File: config.mk
export PLATFORM = sky130hd
export DESIGN_NAME = ctrl_stage
export DESIGN_NICKNAME = d
export VERILOG_FILES = /design/src/rtl/ctrl_pkg.sv /design/src/rtl/ctrl_dec.sv /design/src/rtl/ctrl_stage.sv
export SDC_FILE = /design/constraint.sdc
export NUM_CORES = 1
export LEC_CHECK = 0
export ABC_AREA = 1
export ABC_CLOCK_PERIOD_IN_PS = 2800
export CAP_MARGIN = 0
export CELL_PAD_IN_SITES_DETAIL_PLACEMENT = 1
export CELL_PAD_IN_SITES_GLOBAL_PLACEMENT = 1
export CORE_ASPECT_RATIO = 1.75
export CORE_MARGIN = 5
export CORE_UTILIZATION = 37
export CTS_CLUSTER_DIAMETER = 80
export CTS_CLUSTER_SIZE = 16
export DETAILED_ROUTE_END_ITERATION = 12
export PLACE_DENSITY_LB_ADDON = 0.1
export RECOVER_POWER = 25
export SLEW_MARGIN = 20
export SYNTH_ARGS = -nofsm -noshare
export SYNTH_HDL_FRONTEND = slang
export SYNTH_HIERARCHICAL = 1
export SYNTH_SLANG_ARGS = --single-unit
export TNS_END_PERCENT = 100
File: constraint.sdc
create_clock -name clk -period 2.8 [get_ports clk]
set_input_delay 0.56 -clock clk [delete_from_list [all_inputs] [get_ports clk]]
set_output_delay 0.56 -clock clk [all_outputs]
set_load 0.005 [all_outputs]
File: src/rtl/ctrl_pkg.sv
// Shared decode definitions for the control stage: opcodes, ALU op codes
// and the registered control bundle.
package ctrl_pkg;

  localparam logic [6:0] OPC_R      = 7'b0110011;
  localparam logic [6:0] OPC_I      = 7'b0010011;
  localparam logic [6:0] OPC_LOAD   = 7'b0000011;
  localparam logic [6:0] OPC_STORE  = 7'b0100011;
  localparam logic [6:0] OPC_BRANCH = 7'b1100011;
  localparam logic [6:0] OPC_JAL    = 7'b1101111;
  localparam logic [6:0] OPC_JALR   = 7'b1100111;
  localparam logic [6:0] OPC_LUI    = 7'b0110111;
  localparam logic [6:0] OPC_AUIPC  = 7'b0010111;
  localparam logic [6:0] OPC_IMM32  = 7'b0011011;
  localparam logic [6:0] OPC_OP32   = 7'b0111011;

  typedef enum logic [2:0] {
    ALU_ADD     = 3'b000,
    ALU_ITYPE   = 3'b001,
    ALU_RTYPE   = 3'b010,
    ALU_BRANCH  = 3'b011,
    ALU_LUI     = 3'b100,
    ALU_INVALID = 3'b111
  } alu_op_e;

  typedef struct packed {
    logic    reg_write;
    logic    alu_src;
    logic    mem_read;
    logic    mem_to_reg;
    logic    mem_write;
    logic    branch;
    logic    jump;
    logic    link;
    logic    a_pc;
    logic    word_op;
    logic    illegal;
    alu_op_e alu_op;
  } ctrl_t;

  localparam int CTRL_W = $bits(ctrl_t);

  // Bundle used for anything that does not decode: only illegal/INVALID set.
  function automatic ctrl_t ctrl_illegal();
    ctrl_t c;
    c         = '0;
    c.illegal = 1'b1;
    c.alu_op  = ALU_INVALID;
    return c;
  endfunction

endpackage

File: src/rtl/ctrl_dec.sv
// Combinational opcode decoder: instruction word -> control bundle plus
// source-register usage flags for the load-use hazard check.
module ctrl_dec
  import ctrl_pkg::*;
#(
  parameter int EN_RV64W = 1
) (
  input  logic [31:0] instr,
  output ctrl_t       ctrl,
  output logic        uses_rs1,
  output logic        uses_rs2
);

  logic bad;

  always_comb begin
    ctrl     = '0;
    uses_rs1 = 1'b0;
    uses_rs2 = 1'b0;
    bad      = 1'b0;
    if (instr[1:0] != 2'b11) begin
      bad = 1'b1;
    end else begin
      case (instr[6:0])
        OPC_R: begin
          ctrl.reg_write = 1'b1; ctrl.alu_op = ALU_RTYPE;
          uses_rs1 = 1'b1; uses_rs2 = 1'b1;
        end
        OPC_I: begin
          ctrl.reg_write = 1'b1; ctrl.alu_src = 1'b1; ctrl.alu_op = ALU_ITYPE;
          uses_rs1 = 1'b1;
        end
        OPC_LOAD: begin
          ctrl.reg_write = 1'b1; ctrl.alu_src = 1'b1;
          ctrl.mem_read = 1'b1; ctrl.mem_to_reg = 1'b1;
          uses_rs1 = 1'b1;
        end
        OPC_STORE: begin
          ctrl.alu_src = 1'b1; ctrl.mem_write = 1'b1;
          uses_rs1 = 1'b1; uses_rs2 = 1'b1;
        end
        OPC_BRANCH: begin
          ctrl.branch = 1'b1; ctrl.alu_op = ALU_BRANCH;
          uses_rs1 = 1'b1; uses_rs2 = 1'b1;
        end
        OPC_JAL: begin
          ctrl.reg_write = 1'b1; ctrl.jump = 1'b1;
          ctrl.link = 1'b1; ctrl.a_pc = 1'b1;
        end
        OPC_JALR: begin
          ctrl.reg_write = 1'b1; ctrl.alu_src = 1'b1;
          ctrl.jump = 1'b1; ctrl.link = 1'b1;
          uses_rs1 = 1'b1;
        end
        OPC_LUI: begin
          ctrl.reg_write = 1'b1; ctrl.alu_src = 1'b1; ctrl.alu_op = ALU_LUI;
        end
        OPC_AUIPC: begin
          ctrl.reg_write = 1'b1; ctrl.alu_src = 1'b1; ctrl.a_pc = 1'b1;
        end
        OPC_IMM32: begin
          ctrl.reg_write = 1'b1; ctrl.alu_src = 1'b1; ctrl.alu_op = ALU_ITYPE;
          ctrl.word_op = 1'b1;
          uses_rs1 = 1'b1;
          bad = (EN_RV64W == 0);
        end
        OPC_OP32: begin
          ctrl.reg_write = 1'b1; ctrl.alu_op = ALU_RTYPE; ctrl.word_op = 1'b1;
          uses_rs1 = 1'b1; uses_rs2 = 1'b1;
          bad = (EN_RV64W == 0);
        end
        default: bad = 1'b1;
      endcase
    end
    // Illegal words still flow downstream but must not look like they read regs.
    if (bad) begin
      ctrl     = ctrl_illegal();
      uses_rs1 = 1'b0;
      uses_rs2 = 1'b0;
    end
  end

endmodule

File: src/rtl/ctrl_stage.sv
// Single-slot decode/control pipeline stage with load-use stall, flush and
// saturating stall / illegal-instruction counters.
module ctrl_stage
  import ctrl_pkg::*;
#(
  parameter int EN_RV64W = 1,
  parameter int CNT_W    = 16
) (
  input  logic             clk,
  input  logic             rst_n,
  input  logic             in_valid,
  output logic             in_ready,
  input  logic [31:0]      in_instr,
  input  logic             flush,
  output logic             out_valid,
  input  logic             out_ready,
  output ctrl_t            out_ctrl,
  output logic [4:0]       out_rd,
  output logic [4:0]       out_rs1,
  output logic [4:0]       out_rs2,
  output logic [CNT_W-1:0] stall_cnt,
  output logic [CNT_W-1:0] illegal_cnt
);

  ctrl_t      dec_ctrl;
  logic       uses_rs1, uses_rs2;
  logic       hazard, accept;
  logic [4:0] rd, rs1, rs2;

  assign rd  = in_instr[11:7];
  assign rs1 = in_instr[19:15];
  assign rs2 = in_instr[24:20];

  ctrl_dec #(.EN_RV64W(EN_RV64W)) u_dec (
    .instr    (in_instr),
    .ctrl     (dec_ctrl),
    .uses_rs1 (uses_rs1),
    .uses_rs2 (uses_rs2)
  );

  // A load still in the slot cannot forward; its consumer waits one cycle.
  assign hazard = out_valid && out_ctrl.mem_read && (out_rd != 5'd0) &&
                  ((uses_rs1 && rs1 == out_rd) || (uses_rs2 && rs2 == out_rd));
  assign in_ready = (!out_valid || out_ready) && !hazard && !flush;
  assign accept   = in_valid && in_ready;

  always_ff @(posedge clk or negedge rst_n) begin
    if (!rst_n) begin
      out_valid <= 1'b0;
      out_ctrl  <= '0;
      out_rd    <= '0;
      out_rs1   <= '0;
      out_rs2   <= '0;
    end else if (flush) begin
      out_valid <= 1'b0;
    end else if (accept) begin
      out_valid <= 1'b1;
      out_ctrl  <= dec_ctrl;
      out_rd    <= rd;
      out_rs1   <= rs1;
      out_rs2   <= rs2;
    end else if (out_ready) begin
      out_valid <= 1'b0;
    end
  end

  always_ff @(posedge clk or negedge rst_n) begin
    if (!rst_n) begin
      stall_cnt   <= '0;
      illegal_cnt <= '0;
    end else begin
      if (in_valid && hazard && stall_cnt != '1)
        stall_cnt <= stall_cnt + CNT_W'(1);
      if (accept && dec_ctrl.illegal && illegal_cnt != '1)
        illegal_cnt <= illegal_cnt + CNT_W'(1);
    end
  end

endmodule

==> metrics.md <==
| Metric | Value |
|---|---|
| CTS root buf | `clkbuf_16` |
| CP max stage cell | `dlygate4sd2_1` |
| Initial DRC count | `79` |
| Hold Fails Final Rpt | `0` |
| Commonest non-fill, non-tap cell in the layout | `nand2_1` |
| Critical path class | `in2out` |
| CP cell instances | `dlygate4sd2_1 > nand2_4 > nor2_4 > nand2_2 > nand2_1 > or2_1 > nand2_1 > nor2_1 > nand3_1 > nand2_1 > nand2_2 > nand2_1 > nor2_1 > clkbuf_2` |
| Hold WC Path Type | `reg2reg` |
| Die X | `84.5 um` |
| Die ar. | `0.0119 mm2` |
| Critical Path RT | `2.24 ns` |
| Yosys warns | `6` |
| Port bufs | `89` |
| CTS Buf Count | `9` |
| CTS H-Tree Depth | `3` |
| DPL Wire Length | `8440 um` |
| Initial core utilization | `0.380` |
| Top Family by Delay on Critical Path | `simple AND/OR/NAND/NOR gates` |
| Clock sink total | `62` |
| Largest net degree at the start of global routing | `34` |
| Remaining Overflow, GRT | `0` |
| Number of buffers and inverters on the critical path | `2` |
| PD cells | `614 mW/mm2` |
| Post-synth EDFFs | `0` |
| Critical Path Sink Type | `output port` |
| Critical path startpoint category | `input port` |
| Share of cells above drive strength 1 | `0.139` |
| Final min period | `2.60 ns` |
| Max-Slew Margin vs Limit | `-0.173` |
| Drt pass-1 iters | `4` |
| Vias in the first global route | `3,963` |
| Seq cells post-synth | `62` |
| P&R area growth vs syn | `44.5%` |
| Worst Path Max Fanout | `5` |
| Post-synth top area share | `0.431` |
| Placer congestion estimate | `0.816` |
| Vias/cell | `4.98` |
| Syn avg cell area | `7.19 um2` |
| Yosys top cell by area | `dfrtp_1` |
| Clk pin slew, worst setup/hold paths | `0.06 ns` |
| First-pass GRT wire length | `19,000 um` |
| Syn nets | `539` |
| Diode count | `0` |
| Synth Flop Type | `dfrtp_1` |
| CTS tree | `yes` |
| Design area | `0.00520 mm2` |
| Initial antenna violation count | `0` |
| Slew of the pin with the lowest slew margin | `1.76 ns` |
| Synth cell types | `28` |
| Core Box Area | `0.00947 mm2` |
| Unrepaired setup endpoints after global routing | `no` |
| Final Hold Slack | `0.490 ns` |
| Post-Synthesis Cell Area | `0.00360 mm2` |
| Deepest clock path buffer count | `2` |
| Synth top area cells | `dfrtp_1 (43%), nand2_1 (19%), inv_1 (7.2%)` |
| Routed Antenna Nets | `0` |
| Commonest non-fill, non-tap cells in the layout | `nand2_1 (177), clkdlybuf4s50_1 (80), inv_1 (67), dfrtp_1 (62), nand3_1 (38)` |
| Synth Instances | `500` |
| DP Area | `0.00476 mm2` |
| WP data arrival | `2.04 ns` |
| Met1 global-route usage | `0.210` |
| Die Y | `140 um` |
| Dpl cells | `722` |
| Status | `complete, but fails checks` |
| Seq/Total Area, Yosys | `0.431` |
| Worst Clk Skew | `0.00658 ns` |
| Finished Layout Cells | `741` |
| Met2 Usage GRT | `0.378` |
| Pre-CTS setup slack | `-0.524 ns` |
| Clock latency at the later pin of the worst-skew pair | `0.33 ns` |
| Max cap viols | `1` |
| Leak Pwr | `2.70 nW` |
| DR vias | `3,687` |
| Fmax | `384 MHz` |
| Worst setup margin | `0.196 ns` |
| Max Slew Vio Count | `30` |
| Total track usage | `0.198` |
| Total Nets Final | `653` |
| Met3 GRT Util | `0.0452` |
| Asr flop ratio synth | `1.00` |
| # rows | `47` |
| Remaining DRCs | `0` |
| Final cycle utilization of the critical path | `0.930` |
| GR peak layer | `met2` |
| Power, Total | `3.19 mW` |
| Largest stage delay, worst path | `0.28 ns` |
| Failing checks | `max-capacitance violations, max-slew violations` |
| Final wirelength | `11,300 um` |
| Worst IR drop on VDD | `0.341 mV` |
| Most numerous cell on the critical path | `nand2_1` |
| I/O pin total | `100` |
| Final setup fails | `0` |
| Routed WL per cell | `15.2 um` |
## metrics by stage
stage,utilization,setup TNS (ns)
finish,0.549,0
global route,0.549,0
CTS,0.547,0
detailed placement,0.503,-12.29
global placement,0.503,-4.57
floorplan,-,0
## metal layers
| metal | vias up | wire length, um |
|---|---|---|
| li1 | 1790 | - |
| met2 | 72 | 6430 |
| met1 | 1810 | 4130 |
| met3 | 15 | 472 |
| met4 | 0 | 219 |
| met5 | - | 0 |
## flip-flops by register name (all words and copies together) (netlist names)
name and count:
out_rs2 5, illegal_cnt 16, out_valid 1, out_rs1 5
out_ctrl 14, stall_cnt 16, out_rd 5
## Yosys cell counts, types with 2 or more instances
| master | number |
|---|---|
| a21oi_1 | 2 |
| nand2_1 | 181 |
| nand3_2 | 4 |
| inv_2 | 8 |
| nand4_1 | 8 |
| buf_4 | 6 |
| nand3b_1 | 5 |
| o21ai_1 | 8 |
| nand3_1 | 39 |
| buf_6 | 2 |
| ha_1 | 2 |
| xor2_1 | 9 |
| dfrtp_1 | 62 |
| o21ai_0 | 16 |
| nor2_1 | 27 |
| nor2_2 | 6 |
| nor4_1 | 2 |
| buf_2 | 6 |
| nor3_1 | 12 |
| o21bai_1 | 16 |
| nand2_2 | 4 |
| inv_1 | 69 |
## power by group
part / switching [mW] / total, mW / internal [mW]
Sequential: 0.121 / 1.14 / 1.02
Combinational: 0.348 / 0.742 / 0.394
Clock: 0.415 / 1.31 / 0.895
Total: 0.885 / 3.19 / 2.31
## what timing repair did
action                     CTS  global route
buffers inserted             2             1
resized for setup           28             8
pin swaps                    6             9
hold buffers                 0             0
setup endpoints to repair    1             1
## cells by family (layout without fill, tap and decap cells)
| group | Yosys count | count (layout) | synth area share |
|---|---|---|---|
| flip-flops | 62 | 62 | 0.431 |
| XOR/XNOR | 9 | 9 | 0.0219 |
| buffers and inverters | 91 | 210 | 0.107 |
| AND/OR/NAND/NOR | 293 | 293 | 0.360 |
| AO/OA/AOI/OAI | 43 | 43 | 0.0720 |
| adder cells (fa/ha/maj) | 2 | 2 | 0.00696 |
## area by class of cell
| type | instances | area, um2 |
|---|---|---|
| multi-input combinational | 347 | 1730 |
| timing repair buffer | 117 | 1130 |
| sequential | 62 | 1550 |
| clock inverter | 5 | 106 |
| inverter | 77 | 289 |
| fill | 1218 | 4270 |
| clock buffer | 11 | 243 |
| tap | 122 | 153 |
## path summary, 6_finish.rpt
path / from / depth (start not counted) / end / slack, ns
worst max register to register: illegal_cnt[0] / 12 / illegal_cnt[8] / 0.71
max in group asynchronous: rst_n / 1 / out_ctrl[5] / 1.08
worst min-delay path: out_ctrl[3] / 2 / out_ctrl[3] / 0.49
worst min register to register: out_ctrl[3] / 2 / out_ctrl[3] / 0.49
worst max-delay path: in_instr[0] / 14 / in_ready / 0.20
min in group asynchronous: rst_n / 1 / stall_cnt[8] / 0.69
## worst reg2reg max path, stage by stage (launching register included)
cell     delay [ns]
dfrtp_1        0.40
ha_1           0.21
nand3_1        0.08
inv_1          0.08
nand3_1        0.11
nor2_1         0.22
nand3_2        0.32
inv_2          0.22
nor2_1         0.09
nand2_1        0.08
inv_1          0.05
nand3_1        0.08
nand2_1        0.05
Note: power is estimated with default switching activity, not from simulation.
